## src/rtl/serial_add.sv

```systemverilog
// Bit-serial adder: accepts two WIDTH-bit operands plus carry-in, adds them LSB-first
// through a 1-bit add cell over WIDTH clocks, and presents sum, carry-out and signed overflow.

module serial_add_cell #(
    parameter string MODEL = "Behavioral"
) (
    input  logic i_a,
    input  logic i_b,
    input  logic i_ci,
    output logic o_c,
    output logic o_co
);

    generate
        if (MODEL == "Structural") begin : g_structural
            logic w_p;
            logic w_g;
            logic w_t;
            xor u_x0 (w_p, i_a, i_b);
            xor u_x1 (o_c, w_p, i_ci);
            and u_a0 (w_g, i_a, i_b);
            and u_a1 (w_t, w_p, i_ci);
            or  u_o0 (o_co, w_g, w_t);
        end else if (MODEL == "DataFlow") begin : g_dataflow
            assign o_c  = i_a ^ i_b ^ i_ci;
            assign o_co = (i_a & i_b) | (i_ci & (i_a ^ i_b));
        end else begin : g_behavioral
            // Any unrecognised style falls back to the behavioural description.
            always_comb begin
                {o_co, o_c} = {1'b0, i_a} + {1'b0, i_b} + {1'b0, i_ci};
            end
        end
    endgenerate

endmodule

module serial_add #(
    parameter int    WIDTH = 8,
    parameter string MODEL = "Behavioral"
) (
    input  logic             clk,
    input  logic             rst_n,
    input  logic             in_valid,
    output logic             in_ready,
    input  logic [WIDTH-1:0] a,
    input  logic [WIDTH-1:0] b,
    input  logic             ci,
    output logic             out_valid,
    input  logic             out_ready,
    output logic [WIDTH-1:0] c,
    output logic             co,
    output logic             ovf
);

    localparam int CW = (WIDTH > 1) ? $clog2(WIDTH) : 1;
    localparam logic [CW-1:0] LAST = CW'(WIDTH - 1);

    typedef enum logic [1:0] {
        IDLE = 2'd0,
        RUN  = 2'd1,
        DONE = 2'd2
    } state_t;

    state_t           r_state;
    state_t           w_next;
    logic [WIDTH-1:0] r_a_sh;
    logic [WIDTH-1:0] r_b_sh;
    logic [WIDTH-1:0] r_sum_sh;
    logic             r_carry;
    logic             r_ovf;
    logic [CW-1:0]    r_cnt;
    logic             w_cell_c;
    logic             w_cell_co;
    logic             w_last;

    serial_add_cell #(.MODEL(MODEL)) u_cell (
        .i_a  (r_a_sh[0]),
        .i_b  (r_b_sh[0]),
        .i_ci (r_carry),
        .o_c  (w_cell_c),
        .o_co (w_cell_co)
    );

    assign w_last = (r_cnt == LAST);

    always_ff @(posedge clk or negedge rst_n) begin
        if (!rst_n) begin
            r_state <= IDLE;
        end else begin
            r_state <= w_next;
        end
    end

    always_comb begin
        // NOTE: default first so every path assigns w_next; a missing branch would infer a latch.
        w_next = r_state;
        case (r_state)
            IDLE:    if (in_valid)  w_next = RUN;
            RUN:     if (w_last)    w_next = DONE;
            DONE:    if (out_ready) w_next = IDLE;
            default:                w_next = IDLE;
        endcase
    end

    always_ff @(posedge clk or negedge rst_n) begin
        if (!rst_n) begin
            // NOTE: non-blocking everywhere so each register samples the pre-edge value of the others.
            r_a_sh   <= '0;
            r_b_sh   <= '0;
            r_sum_sh <= '0;
            r_carry  <= 1'b0;
            r_ovf    <= 1'b0;
            r_cnt    <= '0;
        end else begin
            case (r_state)
                IDLE: begin
                    if (in_valid) begin
                        r_a_sh   <= a;
                        r_b_sh   <= b;
                        r_carry  <= ci;
                        r_cnt    <= '0;
                        r_sum_sh <= '0;
                        r_ovf    <= 1'b0;
                    end
                end
                RUN: begin
                    r_sum_sh <= {w_cell_c, r_sum_sh[WIDTH-1:1]};
                    r_a_sh   <= r_a_sh >> 1;
                    r_b_sh   <= r_b_sh >> 1;
                    r_carry  <= w_cell_co;
                    // At the MSB, r_carry is the carry into bit WIDTH-1.
                    if (w_last) begin
                        r_ovf <= r_carry ^ w_cell_co;
                    end else begin
                        r_cnt <= r_cnt + CW'(1);
                    end
                end
                default: ;
            endcase
        end
    end

    assign in_ready  = (r_state == IDLE);
    assign out_valid = (r_state == DONE);
    assign c         = out_valid ? r_sum_sh : '0;
    assign co        = out_valid & r_carry;
    assign ovf       = out_valid & r_ovf;

endmodule

```

## config.mk

```make
export PLATFORM = sky130hd
export DESIGN_NAME = serial_add
export DESIGN_NICKNAME = d
export VERILOG_FILES = /design/src/rtl/serial_add.sv
export SDC_FILE = /design/constraint.sdc
export NUM_CORES = 1
export LEC_CHECK = 0
export BUFFER_PORTS_ARGS = -buffer_cell sky130_fd_sc_hd__buf_2
export CELL_PAD_IN_SITES_DETAIL_PLACEMENT = 0
export CELL_PAD_IN_SITES_GLOBAL_PLACEMENT = 2
export CORE_ASPECT_RATIO = 1.4
export CORE_MARGIN = 10
export CORE_UTILIZATION = 35
export CTS_CLUSTER_DIAMETER = 40
export CTS_CLUSTER_SIZE = 25
export DETAILED_ROUTE_END_ITERATION = 6
export GPL_ROUTABILITY_DRIVEN = 0
export PLACE_DENSITY = 0.86
export SLEW_MARGIN = 30
export SYNTH_ARGS = -nofsm -noshare
export SYNTH_HDL_FRONTEND = slang
export SYNTH_SLANG_ARGS = --single-unit
```

## constraint.sdc

```tcl
create_clock -name clk -period 4 [get_ports clk]
set_input_delay 0.2 -clock clk [delete_from_list [all_inputs] [get_ports clk]]
set_output_delay 0.2 -clock clk [all_outputs]
set_load 0.02 [all_outputs]
```

=== Yosys cells after proc, flatten, opt, wreduce, memory -nomap -nowiden ===
Index checks and enable logic that the tools add are counted.

* Word-level logic and storage cells: 45
* Input port bits: 21
* Register bits after elaboration: 31

* Muxes and demuxes: 19
* Eq/ne operators: 7
* Bitwise operators: 3
* Reductions and logical operators: 6
* $add $sub $neg: 3

{| class="wikitable"
|+ Operators with widths
! cell !! number
|-
| case mux 8 bit (2 select lines) || 3
|-
| 2-to-1 mux 8 bit || 4
|-
| AND reduction 3 bit || 3
|-
| 2-to-1 mux 2 bit || 3
|-
| 2-to-1 mux 3 bit || 2
|-
| inequality test 2 bit, second input constant || 3
|-
| case mux 2 bit (3 select lines) || 1
|-
| case mux 3 bit (2 select lines) || 1
|-
| case mux 1 bit (2 select lines) || 2
|-
| adder 3 x 1 -> 3 bit, second input constant || 1
|-
| equality test 3 bit, second input constant || 1
|-
| 2-to-1 mux 1 bit || 3
|-
| adder 1 x 1 -> 2 bit || 1
|-
| adder 2 x 1 -> 2 bit || 1
|-
| bitwise AND 1 bit || 2
|-
| equality test 2 x 1 -> 1 bit, second input constant || 1
|-
| equality test 2 bit, second input constant || 1
|-
| zero test 2 bit || 1
|-
| inequality test 2 x 1 -> 1 bit, second input constant || 1
|-
| AND reduction 2 bit || 1
|-
| nonzero test 2 bit || 1
|-
| bitwise XOR 1 bit || 1
|}

=== Longest topological paths before layout ===
Gate-level depths: netlist of the first run.

* Word-level depth: 5
* Gate-level depth with buffers: 5

=== Cells and area by module ===
Synthesis of the first run repeated with hierarchy kept, for this count alone.

* Cells, all modules: 132
* Area total of the unflattened synthesis: 1425.1 um^2

{| class="wikitable"
|+ Modules (own cells, without submodules)
! module !! cells an instance !! times used !! area an instance (um^2)
|-
| serial_add || 131 || 1 || 1405.1
|-
| serial_add_cell || 1 || 1 || 20.0
|}

=== Worst setup path after synthesis of the first run ===
Ideal clock, no wire load.

* Kind: reg2reg
* Start: reg r_cnt[0]
* End: reg r_cnt[2]
* Stages on the path, launching flop included: 5
* Arrival time: 1.225 ns
* Required time: 3.879 ns
* Path buffers: 0
* Slack: 2.654 ns
* Cell sequence: dfrtp_1 -> ha_1 -> ha_1 -> a22o_1 -> a22o_1

* Longest elaborated chain between the ends: 3

{| class="wikitable"
|+ Ends and longest elaborated chain
! what !! line !! text
|-
| start, declared || 71 || <nowiki>logic [CW-1:0] r_cnt;</nowiki>
|-
| start signal, assigned || 135 || <nowiki>r_cnt <= r_cnt + CW'(1);</nowiki>
|-
| adder 3 x 1 -> 3 bit / equality test 3 bit (equally long branches) || 135, 84 ||
|-
| 2-to-1 mux 3 bit / inequality test 2 bit (equally long branches) || -- ||
|-
| case mux 3 bit (2 select lines) / AND reduction 3 bit (equally long branches) || -- ||
|}

Several ways; a longest one is shown, not always the timed one. The select of a mux whose other input is x is not followed.
A chain may end at the register's enable or synchronous reset.

=== Final worst setup path of the first run ===
* Start: reg r_state[1]
* End: out ovf

* Longest elaborated chain between the ends: 2

{| class="wikitable"
|+ Ends and longest elaborated chain
! what !! line !! text
|-
| start, declared || 64 || <nowiki>state_t r_state;</nowiki>
|-
| start signal, assigned || 90 || <nowiki>r_state <= w_next;</nowiki>
|-
| equality test 2 bit || 144 || <nowiki>assign out_valid = (r_state == DONE);</nowiki>
|-
| bitwise AND 1 bit || 147 || <nowiki>assign ovf = out_valid & r_ovf;</nowiki>
|-
| end, declared || 52 || <nowiki>output logic ovf</nowiki>
|}

Every way passes these cells.

==> results.json, run 1 <==
{
  "status": "finished, final reports clean",
  "vias": 1198,
  "synth_nets": 183,
  "grt_pass1_wl_um": 6060,
  "ys_seq_elements": 31,
  "ys_warn_count": 0,
  "dpl.cell_count": 239,
  "wire_per_inst_um": 14.1,
  "power_mw": 1.16,
  "routed_via_density": 4.87,
  "dpl_cell_area_mm2": 0.00172,
  "end_kind": "output pin",
  "crit_type": "register to output pin",
  "critPathBufInv": 2,
  "hold_buffers": 1,
  "path_cells": "nor2b_1 -> inv_1 -> nor2_1 -> buf_2",
  "final_common_cell": "buf_2",
  "antenna_found_initial": 0,
  "regArea_um2": 777,
  "tritoncts": "yes",
  "dp_hpwl_um": 2360,
  "synth_top_area_share_pct": 49.7,
  "ctsHtreeMaxLevel": 2,
  "antennaDiodeCount": 0,
  "grt_setup_unrepaired": "no",
  "clockBufferDepth": 2,
  "synth-simple-area-share_pct": 20.2,
  "crit_end": "ovf",
  "syn_area_per_cell_um2": 9.81,
  "final_cell_mix": "buf_2, dfrtp_1, nand2_1",
  "cts-root-buf": "clkbuf_8",
  "cts_sinks": 31,
  "cp_max_fo": 24,
  "drc_errors": 0,
  "cap_viol_max_count": 0,
  "io_pins": 33,
  "firstDrtPassIters": 2,
  "ctsResizeCount": 0,
  "grt_max_degree": 42,
  "tightest_slew_ns": 0.711,
  "ir_drop_mv": 0.241,
  "die_x_um": 76.4,
  "core_area_mm2": 0.00427,
  "synth_area_leaders": "dfrtp_1, and3b_1, a22o_1",
  "area_growth_pct": 16.4,
  "initialDrtViolationCount": 35,
  "synthMuxAreaShare_pct": 0.722,
  "hold_violations": 0,
  "cts_buffers": 5,
  "synthAdderAreaFrac_pct": 2.89,
  "finalSetupViolCount": 0,
  "drive_gt1_share_pct": 21.5,
  "synth_area_mm2": 0.00156,
  "ys_seq_area_share_pct": 49.7,
  "synth_top_area_cell": "dfrtp_1",
  "hold_path_depth": 2,
  "ff2ff_path_depth": 3,
  "fin_skew_ns": 0.00208,
  "worst_setup_path_start_kind": "register",
  "die_y_um": 99,
  "multi_input_area_um2": 698,
  "final_cell_count_no_fill": 246,
  "fillers": 464,
  "r2r-end": "r_state[1]",
  "r2r-start": "r_state[1]",
  "clkSlewWorstSetupHoldPaths_ns": 0.06,
  "insertion_delay_ns": 0.28,
  "rows": 28,
  "synth_top_family_by_area": "simple AND/OR/NAND/NOR gates",
  "critical_path_arrival_ns": 2.10,
  "whs_ns": 0.120,
  "ant_nets": 0,
  "worst-path-stages": 4,
  "required_ns": 3.80,
  "nets": 211,
  "grt_pass1_vias": 1210,
  "finalMaxSlewViolations": 0,
  "power.leakage_nw": 0.920,
  "final_area_mm2": 0.00182,
  "worst-r2r-setup-slack_ns": 2.25,
  "ys_types": 22,
  "overflow": 0,
  "totalWireLength_um": 3480,
  "synth_cells": 159,
  "min_period_ns": 2.30,
  "die_area_mm2": 0.00757,
  "cpPeakStageDelay_ns": 0.80,
  "timing.slew.headroom_pct": 52.6,
  "power_density_mw_per_mm2": 640,
  "port_buffers": 32,
  "post-cts-setup-buffers": 0,
  "hold_path_class": "primary input to register",
  "min-delay-start": "out_ready",
  "period_share_pct": 57.5,
  "timing.setup.tns_ns": 0,
  "start_util_pct": 36.5,
  "cpLargestDelayFamily": "flip-flops",
  "startpoint": "r_state[1]",
  "synth-xor-area-share_pct": 0.561,
  "crit_slowest_cell": "dfrtp_1",
  "synth_compound_area_share_pct": 19.9,
  "grt_usage_pct": 9.74,
  "max_freq_ghz": 0.435
}
stage by stage:
step / worst slack [ns] / utilization [%]
after floorplan: 2.65 / -
after global placement: 1.90 / 40.3
after detailed placement: 1.79 / 40.3
after CTS: 1.57 / 42.3
after global routing: 1.46 / 42.5
final: 1.70 / 42.5
Yosys cell counts:
cell type  instances
clkbuf_1           3
or3b_1             1
ha_1               2
nor2b_1            5
nand2_1           20
nor2_1             4
a21oi_1           19
buf_4              1
a22o_1            12
nand2b_1           2
fa_1               1
and3b_1           14
xor2_1             1
o21ai_0           18
mux2_2             1
inv_1              6
buf_2              6
dfrtp_1           31
o21bai_2           1
o221ai_1           1
and2_1             8
buf_6              2
registers in the layout, indices dropped and copies added (netlist names):
signal    flops
r_carry       1
r_cnt         3
r_sum_sh      8
r_b_sh        8
r_state       2
r_a_sh        8
r_ovf         1
worst reg2reg max path: stages (launching register included):
cell	delay [ns]
dfrtp_1	0.80
nor2b_1	0.56
inv_1	0.15
o21ai_0	0.17
layout make-up:
cell class / instances / area share [%]
timing repair buffer: 33 / 9.37
clock buffer: 6 / 4.00
inverter: 6 / 1.24
tap: 60 / 4.14
multi-input combinational: 110 / 38.5
sequential: 31 / 42.8
logic make-up (layout without fill, tap and decap cells):
| family | count (synthesis) | in the layout |
|---|---|---|
| simple gates | 54 | 54 |
| compound gates | 51 | 51 |
| flops | 31 | 31 |
| buf+inv | 18 | 45 |
| fa+ha+maj | 3 | 3 |
| xor+xnor | 1 | 1 |
| mux | 1 | 1 |
worst min-delay path by stage:
stage / end / slack, ns
6_report: r_state[1] / 0.12
5_1_grt: r_state[1] / 0.14
4_1_cts: r_state[1] / 0.12
3_5_place_dp: r_sum_sh[4] / 0.29
3_3_place_gp: r_cnt[1] / 0.28
2_1_floorplan: r_a_sh[0] / -0.1
routing by layer:
layer / track usage [%] / vias to the layer above / wire [um]
li1: - / 605 / -
met1: 11.5 / 558 / 1590
met2: 15.3 / 28 / 1620
met3: 3.09 / 7 / 192
met4: 5.60 / 0 / 72
met5: 0 / - / 0
where the power goes:
part | internal, mW | switching [mW]
Clock | 0.116 | 0.104
Combinational | 0.191 | 0.178
Sequential | 0.441 | 0.132
Total | 0.748 | 0.415
No activity file was read; power rests on OpenSTA's default activity.
==> inputs of run 2 (changes only) <==
--- a/config.mk
+++ b/config.mk
@@ -10,12 +10,12 @@
 export CELL_PAD_IN_SITES_GLOBAL_PLACEMENT = 2
 export CORE_ASPECT_RATIO = 1.4
 export CORE_MARGIN = 10
-export CORE_UTILIZATION = 35
+export CORE_UTILIZATION = 30
 export CTS_CLUSTER_DIAMETER = 40
 export CTS_CLUSTER_SIZE = 25
 export DETAILED_ROUTE_END_ITERATION = 6
 export GPL_ROUTABILITY_DRIVEN = 0
-export PLACE_DENSITY = 0.86
+export PLACE_DENSITY = 0.79
 export SLEW_MARGIN = 30
 export SYNTH_ARGS = -nofsm -noshare
 export SYNTH_HDL_FRONTEND = slang
==> constraint.sdc (replaced) <==
create_clock -name clk -period 2.05 [get_ports clk]
set_input_delay 0.1025 -clock clk [delete_from_list [all_inputs] [get_ports clk]]
set_output_delay 0.1025 -clock clk [all_outputs]
set_load 0.02 [all_outputs]
==> results.json, run 2 (synthesis gave the netlist of run 1 again) <==
{
  "drive_gt1_share_pct": 24.7,
  "grt_pass1_wl_um": 6200,
  "critical_path_arrival_ns": 1.66,
  "cap_viol_max_count": 0,
  "power_density_mw_per_mm2": 1330,
  "routed_via_density": 4.81,
  "final_common_cell": "buf_2",
  "dpl_cell_area_mm2": 0.00178,
  "cts_buffers": 5,
  "timing.setup.tns_ns": 0,
  "tritoncts": "yes",
  "status": "finished, final reports clean",
  "reg.largest.list": "r_a_sh: 8 flops, r_b_sh: 8 flops, r_sum_sh: 8 flops",
  "ant_nets": 0,
  "switching_share_pct": 33.9,
  "end_kind": "output pin",
  "antennaDiodeCount": 0,
  "antenna_found_initial": 0,
  "tightest_slew_ns": 0.703,
  "final_area_mm2": 0.00190,
  "ir_drop_mv": 0.705,
  "clockBufferDepth": 2,
  "wire_per_inst_um": 14.3,
  "rows": 31,
  "seqPwrFrac_pct": 40.9,
  "power.leakage_nw": 0.974,
  "pwr-share-clk_pct": 24.7,
  "worst_setup_path_start_kind": "register",
  "internal_power_mw": 1.68,
  "max_freq_ghz": 0.567,
  "die_y_um": 105,
  "firstDrtPassIters": 4,
  "finalSetupViolCount": 0,
  "ff2ff_path_depth": 4,
  "die_x_um": 81.0,
  "clkSlewWorstSetupHoldPaths_ns": 0.07,
  "io_pins": 33,
  "start_util_pct": 30.5,
  "dp_hpwl_um": 2770,
  "fin_skew_ns": 0.00775,
  "overflow": 0,
  "p_switching_mw": 0.860,
  "core_area_mm2": 0.00512,
  "nets": 217,
  "ctsHtreeMaxLevel": 2,
  "hold_path_class": "primary input to register",
  "cts-root-buf": "clkbuf_8",
  "die_area_mm2": 0.00853,
  "grt_max_degree": 32,
  "hold_buffers": 1,
  "totalWireLength_um": 3710,
  "ctsResizeCount": 0,
  "whs_ns": 0.0277,
  "worst-r2r-setup-slack_ns": 0.63,
  "hold_violations": 0,
  "min_period_ns": 1.76,
  "initialDrtViolationCount": 56,
  "drc_errors": 0,
  "grt_usage_pct": 9.01,
  "insertion_delay_ns": 0.28,
  "crit_type": "register to output pin",
  "vias": 1251,
  "timing.slew.headroom_pct": 53.1,
  "period_share_pct": 86.0,
  "final_cell_mix": "buf_2, dfrtp_1, nand2_1",
  "port_buffers": 32,
  "grt_pass1_vias": 1304,
  "required_ns": 1.95,
  "area_growth_pct": 22.1,
  "grt_setup_unrepaired": "no",
  "pwr-share-comb_pct": 34.4,
  "post-cts-setup-buffers": 0,
  "finalMaxSlewViolations": 0,
  "cp_max_fo": 12,
  "hold_path_depth": 2,
  "cts_sinks": 31
}
[run 2: layout make-up]
cell class	count	area, um2
multi-input cells	110	691
well taps	66	82.6
fillers	557	3220
clock inverters	2	35.0
clock buffers	6	82.6
inverters	6	22.5
repair buffers	39	215
flip-flops and latches	31	776
[run 2: critical path: stages (launching register included)]
cell	delay [ns]
dfrtp_1	0.51
nor2b_1	0.44
inv_1	0.13
nor2_1	0.12
buf_2	0.17
[run 2: path summary, 6_finish.rpt]
check                      startpoint          end
setup / recovery           r_state[0]           co
hold / removal              out_ready   r_state[1]
setup reg to reg             r_cnt[0]     r_cnt[2]
hold reg to reg             r_a_sh[0]    r_a_sh[0]
max in group asynchronous       rst_n    r_a_sh[1]
min in group asynchronous       rst_n  r_sum_sh[0]
[run 2: power by group through the flow]
| stage | registers (mW) | logic [mW] | clock network, mW |
|---|---|---|---|
| final | 1.04 | 0.873 | 0.626 |
| after detailed placement | 1.05 | 0.886 | 0 |
| after global routing | 1.07 | 1.01 | 0.665 |
| after CTS | 1.04 | 0.893 | 0.640 |
| after floorplan | 0.984 | 0.702 | 0 |
| after global placement | 1.04 | 0.846 | 0 |
[run 2: per-layer routing]
| metal | share of wire, % | up-vias | GRT usage (%) |
|---|---|---|---|
| met5 | 0 | - | 0 |
| met1 | 41 | 605 | 9.61 |
| met3 | 7.5 | 6 | 3.49 |
| met2 | 50 | 27 | 15.3 |
| met4 | 1.9 | 0 | 3.72 |
| li1 | - | 613 | - |
[run 2: stage by stage]
step           total power, mW  util (%)  instances  setup WS [ns]
2_1_floorplan             1.69         -        159          0.704
3_3_place_gp              1.88      34.7        251          0.647
3_5_place_dp              1.94      34.7        251          0.554
4_1_cts                   2.57      37.2        260          0.247
5_1_grt                   2.75      37.2        260         0.0637
6_report                  2.54      37.2        260          0.287
==> inputs of run 3 (changes only) <==
--- a/config.mk
+++ b/config.mk
@@ -5,17 +5,18 @@
 export SDC_FILE = /design/constraint.sdc
 export NUM_CORES = 1
 export LEC_CHECK = 0
+export ABC_AREA = 1
 export BUFFER_PORTS_ARGS = -buffer_cell sky130_fd_sc_hd__buf_2
 export CELL_PAD_IN_SITES_DETAIL_PLACEMENT = 0
 export CELL_PAD_IN_SITES_GLOBAL_PLACEMENT = 2
 export CORE_ASPECT_RATIO = 1.4
 export CORE_MARGIN = 10
-export CORE_UTILIZATION = 30
+export CORE_UTILIZATION = 27
 export CTS_CLUSTER_DIAMETER = 40
 export CTS_CLUSTER_SIZE = 25
 export DETAILED_ROUTE_END_ITERATION = 6
 export GPL_ROUTABILITY_DRIVEN = 0
-export PLACE_DENSITY = 0.79
+export PLACE_DENSITY = 0.78
 export SLEW_MARGIN = 30
 export SYNTH_ARGS = -nofsm -noshare
 export SYNTH_HDL_FRONTEND = slang
==> results.json, run 3 <==
{
  "clkSlewWorstSetupHoldPaths_ns": 0.07,
  "synth_edf_count": 0,
  "worst_setup_path_start_kind": "register",
  "initialDrtViolationCount": 67,
  "rows": 32,
  "critical_path_arrival_ns": 1.43,
  "reg.largest.list": "r_a_sh: 8 flops, r_b_sh: 8 flops, r_sum_sh: 8 flops",
  "grt_pass1_wl_um": 6550,
  "io_pins": 33,
  "yosysMostFrequentCell": "nand2_1",
  "antenna_found_initial": 0,
  "grt_setup_unrepaired": "no",
  "cts-root-buf": "clkbuf_8",
  "ys_types": 17,
  "met2_usage_pct": 13.9,
  "grt_max_degree": 32,
  "synth_top_area_share_pct": 49.5,
  "timing.setup.tns_ns": 0,
  "synth_top_area_cell": "dfrtp_1",
  "ir_drop_mv": 0.700,
  "fin_skew_ns": 0.00405,
  "utilization_pct": 33.3,
  "drive_gt1_share_pct": 19.7,
  "ys_seq_area_share_pct": 49.5,
  "vias": 1315,
  "firstDrtPassIters": 4,
  "nets": 267,
  "synth_nets": 233,
  "cap_viol_max_count": 0,
  "overflow": 0,
  "dp_hpwl_um": 2610,
  "tightest_slew_ns": 0.704,
  "drc_errors": 0,
  "power_density_mw_per_mm2": 1340,
  "final_common_cell": "nand2_1",
  "area_growth_pct": 18.3,
  "worst_slack_ns": 0.516,
  "ys_warn_count": 0,
  "synth_area_mm2": 0.00157,
  "cts_buffers": 5,
  "core_area_mm2": 0.00557,
  "end_kind": "output pin",
  "die_y_um": 110,
  "met1_usage_pct": 10.2,
  "period_share_pct": 74.8,
  "use_met3_pct": 2.94,
  "tritoncts": "yes",
  "grt_pass1_vias": 1409,
  "clockBufferDepth": 2,
  "crit_type": "register to output pin",
  "hold_violations": 0,
  "final_cell_mix": "nand2_1, buf_2, dfrtp_1",
  "routed_via_density": 4.21,
  "totalWireLength_um": 3770,
  "insertion_delay_ns": 0.28,
  "cts_sinks": 31,
  "wire_per_inst_um": 12.1,
  "antennaDiodeCount": 0,
  "synth_common_cells": "nand2_1, dfrtp_1, inv_1, nor2_1, o21ai_0",
  "finalMaxSlewViolations": 0,
  "timing.slew.headroom_pct": 53.1,
  "synth_area_leaders": "dfrtp_1, nand2_1, inv_1",
  "die_area_mm2": 0.00929,
  "min_period_ns": 1.53,
  "max_freq_ghz": 0.652,
  "finalSetupViolCount": 0,
  "post-place-ws_ns": 0.635,
  "synth-async-reset-ratio_pct": 100,
  "synth_flop_cell": "dfrtp_1",
  "fillers": 621,
  "synth_cells": 209,
  "syn_area_per_cell_um2": 7.50,
  "start_util_pct": 28.1,
  "required_ns": 1.95,
  "ant_nets": 0,
  "power.leakage_nw": 1.05,
  "port_buffers": 32,
  "ys_seq_elements": 31,
  "die_x_um": 84.4,
  "ctsHtreeMaxLevel": 2,
  "status": "finished, final reports clean",
  "grt_usage_pct": 8.60,
  "cp_max_fo": 11,
  "busiest_layer": "met2",
  "hold_path_class": "primary input to register"
}
## run 3: cell count changes after synthesis, sizes merged, moves of 2 or more
cell    previous run  this run
inv                6        19
and2               8         0
nor2b              5         0
nand2             20       115
a22o              12         0
and3b             14         0
nand4              0         2
nand2b             2         0
nand3              0         6
nor2               4        15
clkbuf             3         0
o21ai             18        10
a21oi             19         0
## run 3: kinds of logic after synthesis
logic type,Yosys count,synth area share [%]
buffers and inverters,27,9.03
and+or+nand+nor,138,34.7
adders and majority gates,3,2.88
DFF,31,49.5
AOI/OAI and AO/OA,10,3.91
## run 3: repair_timing
| item | CTS | global route |
|---|---|---|
| resized for setup | 0 | 0 |
| hold buffers | 2 | 0 |
| buffers inserted | 0 | 0 |
| endpoints found under the hold margin | 32 | 0 |
## run 3: area by class of cell
| type | instances | area, um2 | area share [%] |
|---|---|---|---|
| multi-input combinational | 151 | 649 | 35.0 |
| clock inverter | 3 | 15.0 | 0.810 |
| tap | 68 | 85.1 | 4.59 |
| clock buffer | 5 | 68.8 | 3.71 |
| inverter | 19 | 71.3 | 3.85 |
| timing repair buffer | 35 | 188 | 10.1 |
| sequential | 31 | 776 | 41.9 |
## run 3: power by group
part / switching [mW] / internal, mW / leakage, nW
sequential: 0.159 / 0.873 / 0.398
combinational: 0.659 / 0.333 / 0.609
clock: 0.228 / 0.232 / 0.0477
## run 3: stage by stage
| stage | total power, mW | cell area (um2) | std cells | hold slack, ns |
|---|---|---|---|---|
| final | 2.48 | 1850 | 312 | 0.0172 |
| after global routing | 2.77 | 1850 | 312 | 0.0200 |
| after CTS | 2.54 | 1850 | 312 | 0.0130 |
| after detailed placement | 2.06 | 1750 | 302 | 0.206 |
| after global placement | 2.05 | 1750 | 302 | 0.208 |
| after floorplan | 1.86 | 1570 | 209 | -0.193 |
## run 3: worst max-delay path, stage by stage (launching register included)
cell,delay [ns]
dfrtp_1,0.50
nor2_2,0.17
inv_1,0.17
nor2_1,0.14
buf_2,0.18
## run 3: layer usage
metal | share of wire [%] | up-vias | wire (um)
li1 | - | 694 | -
met1 | 49 | 583 | 1850
met2 | 44 | 34 | 1650
met3 | 5.7 | 4 | 213
met4 | 1.6 | 0 | 62
met5 | 0 | - | 0
## run 3: final timing paths
| check | slack [ns] | cells past startpoint | start | end |
|---|---|---|---|---|
| max in group asynchronous | 1.19 | 2 | rst_n | r_sum_sh[1] |
| min in group asynchronous | 0.41 | 2 | rst_n | r_cnt[1] |
| worst min register to register | 0.48 | 2 | r_b_sh[6] | r_b_sh[6] |
| worst max register to register | 0.65 | 6 | r_state[0] | r_cnt[0] |
| worst max-delay path | 0.52 | 4 | r_state[0] | co |
| worst min-delay path | 0.02 | 3 | b[7] | r_b_sh[7] |
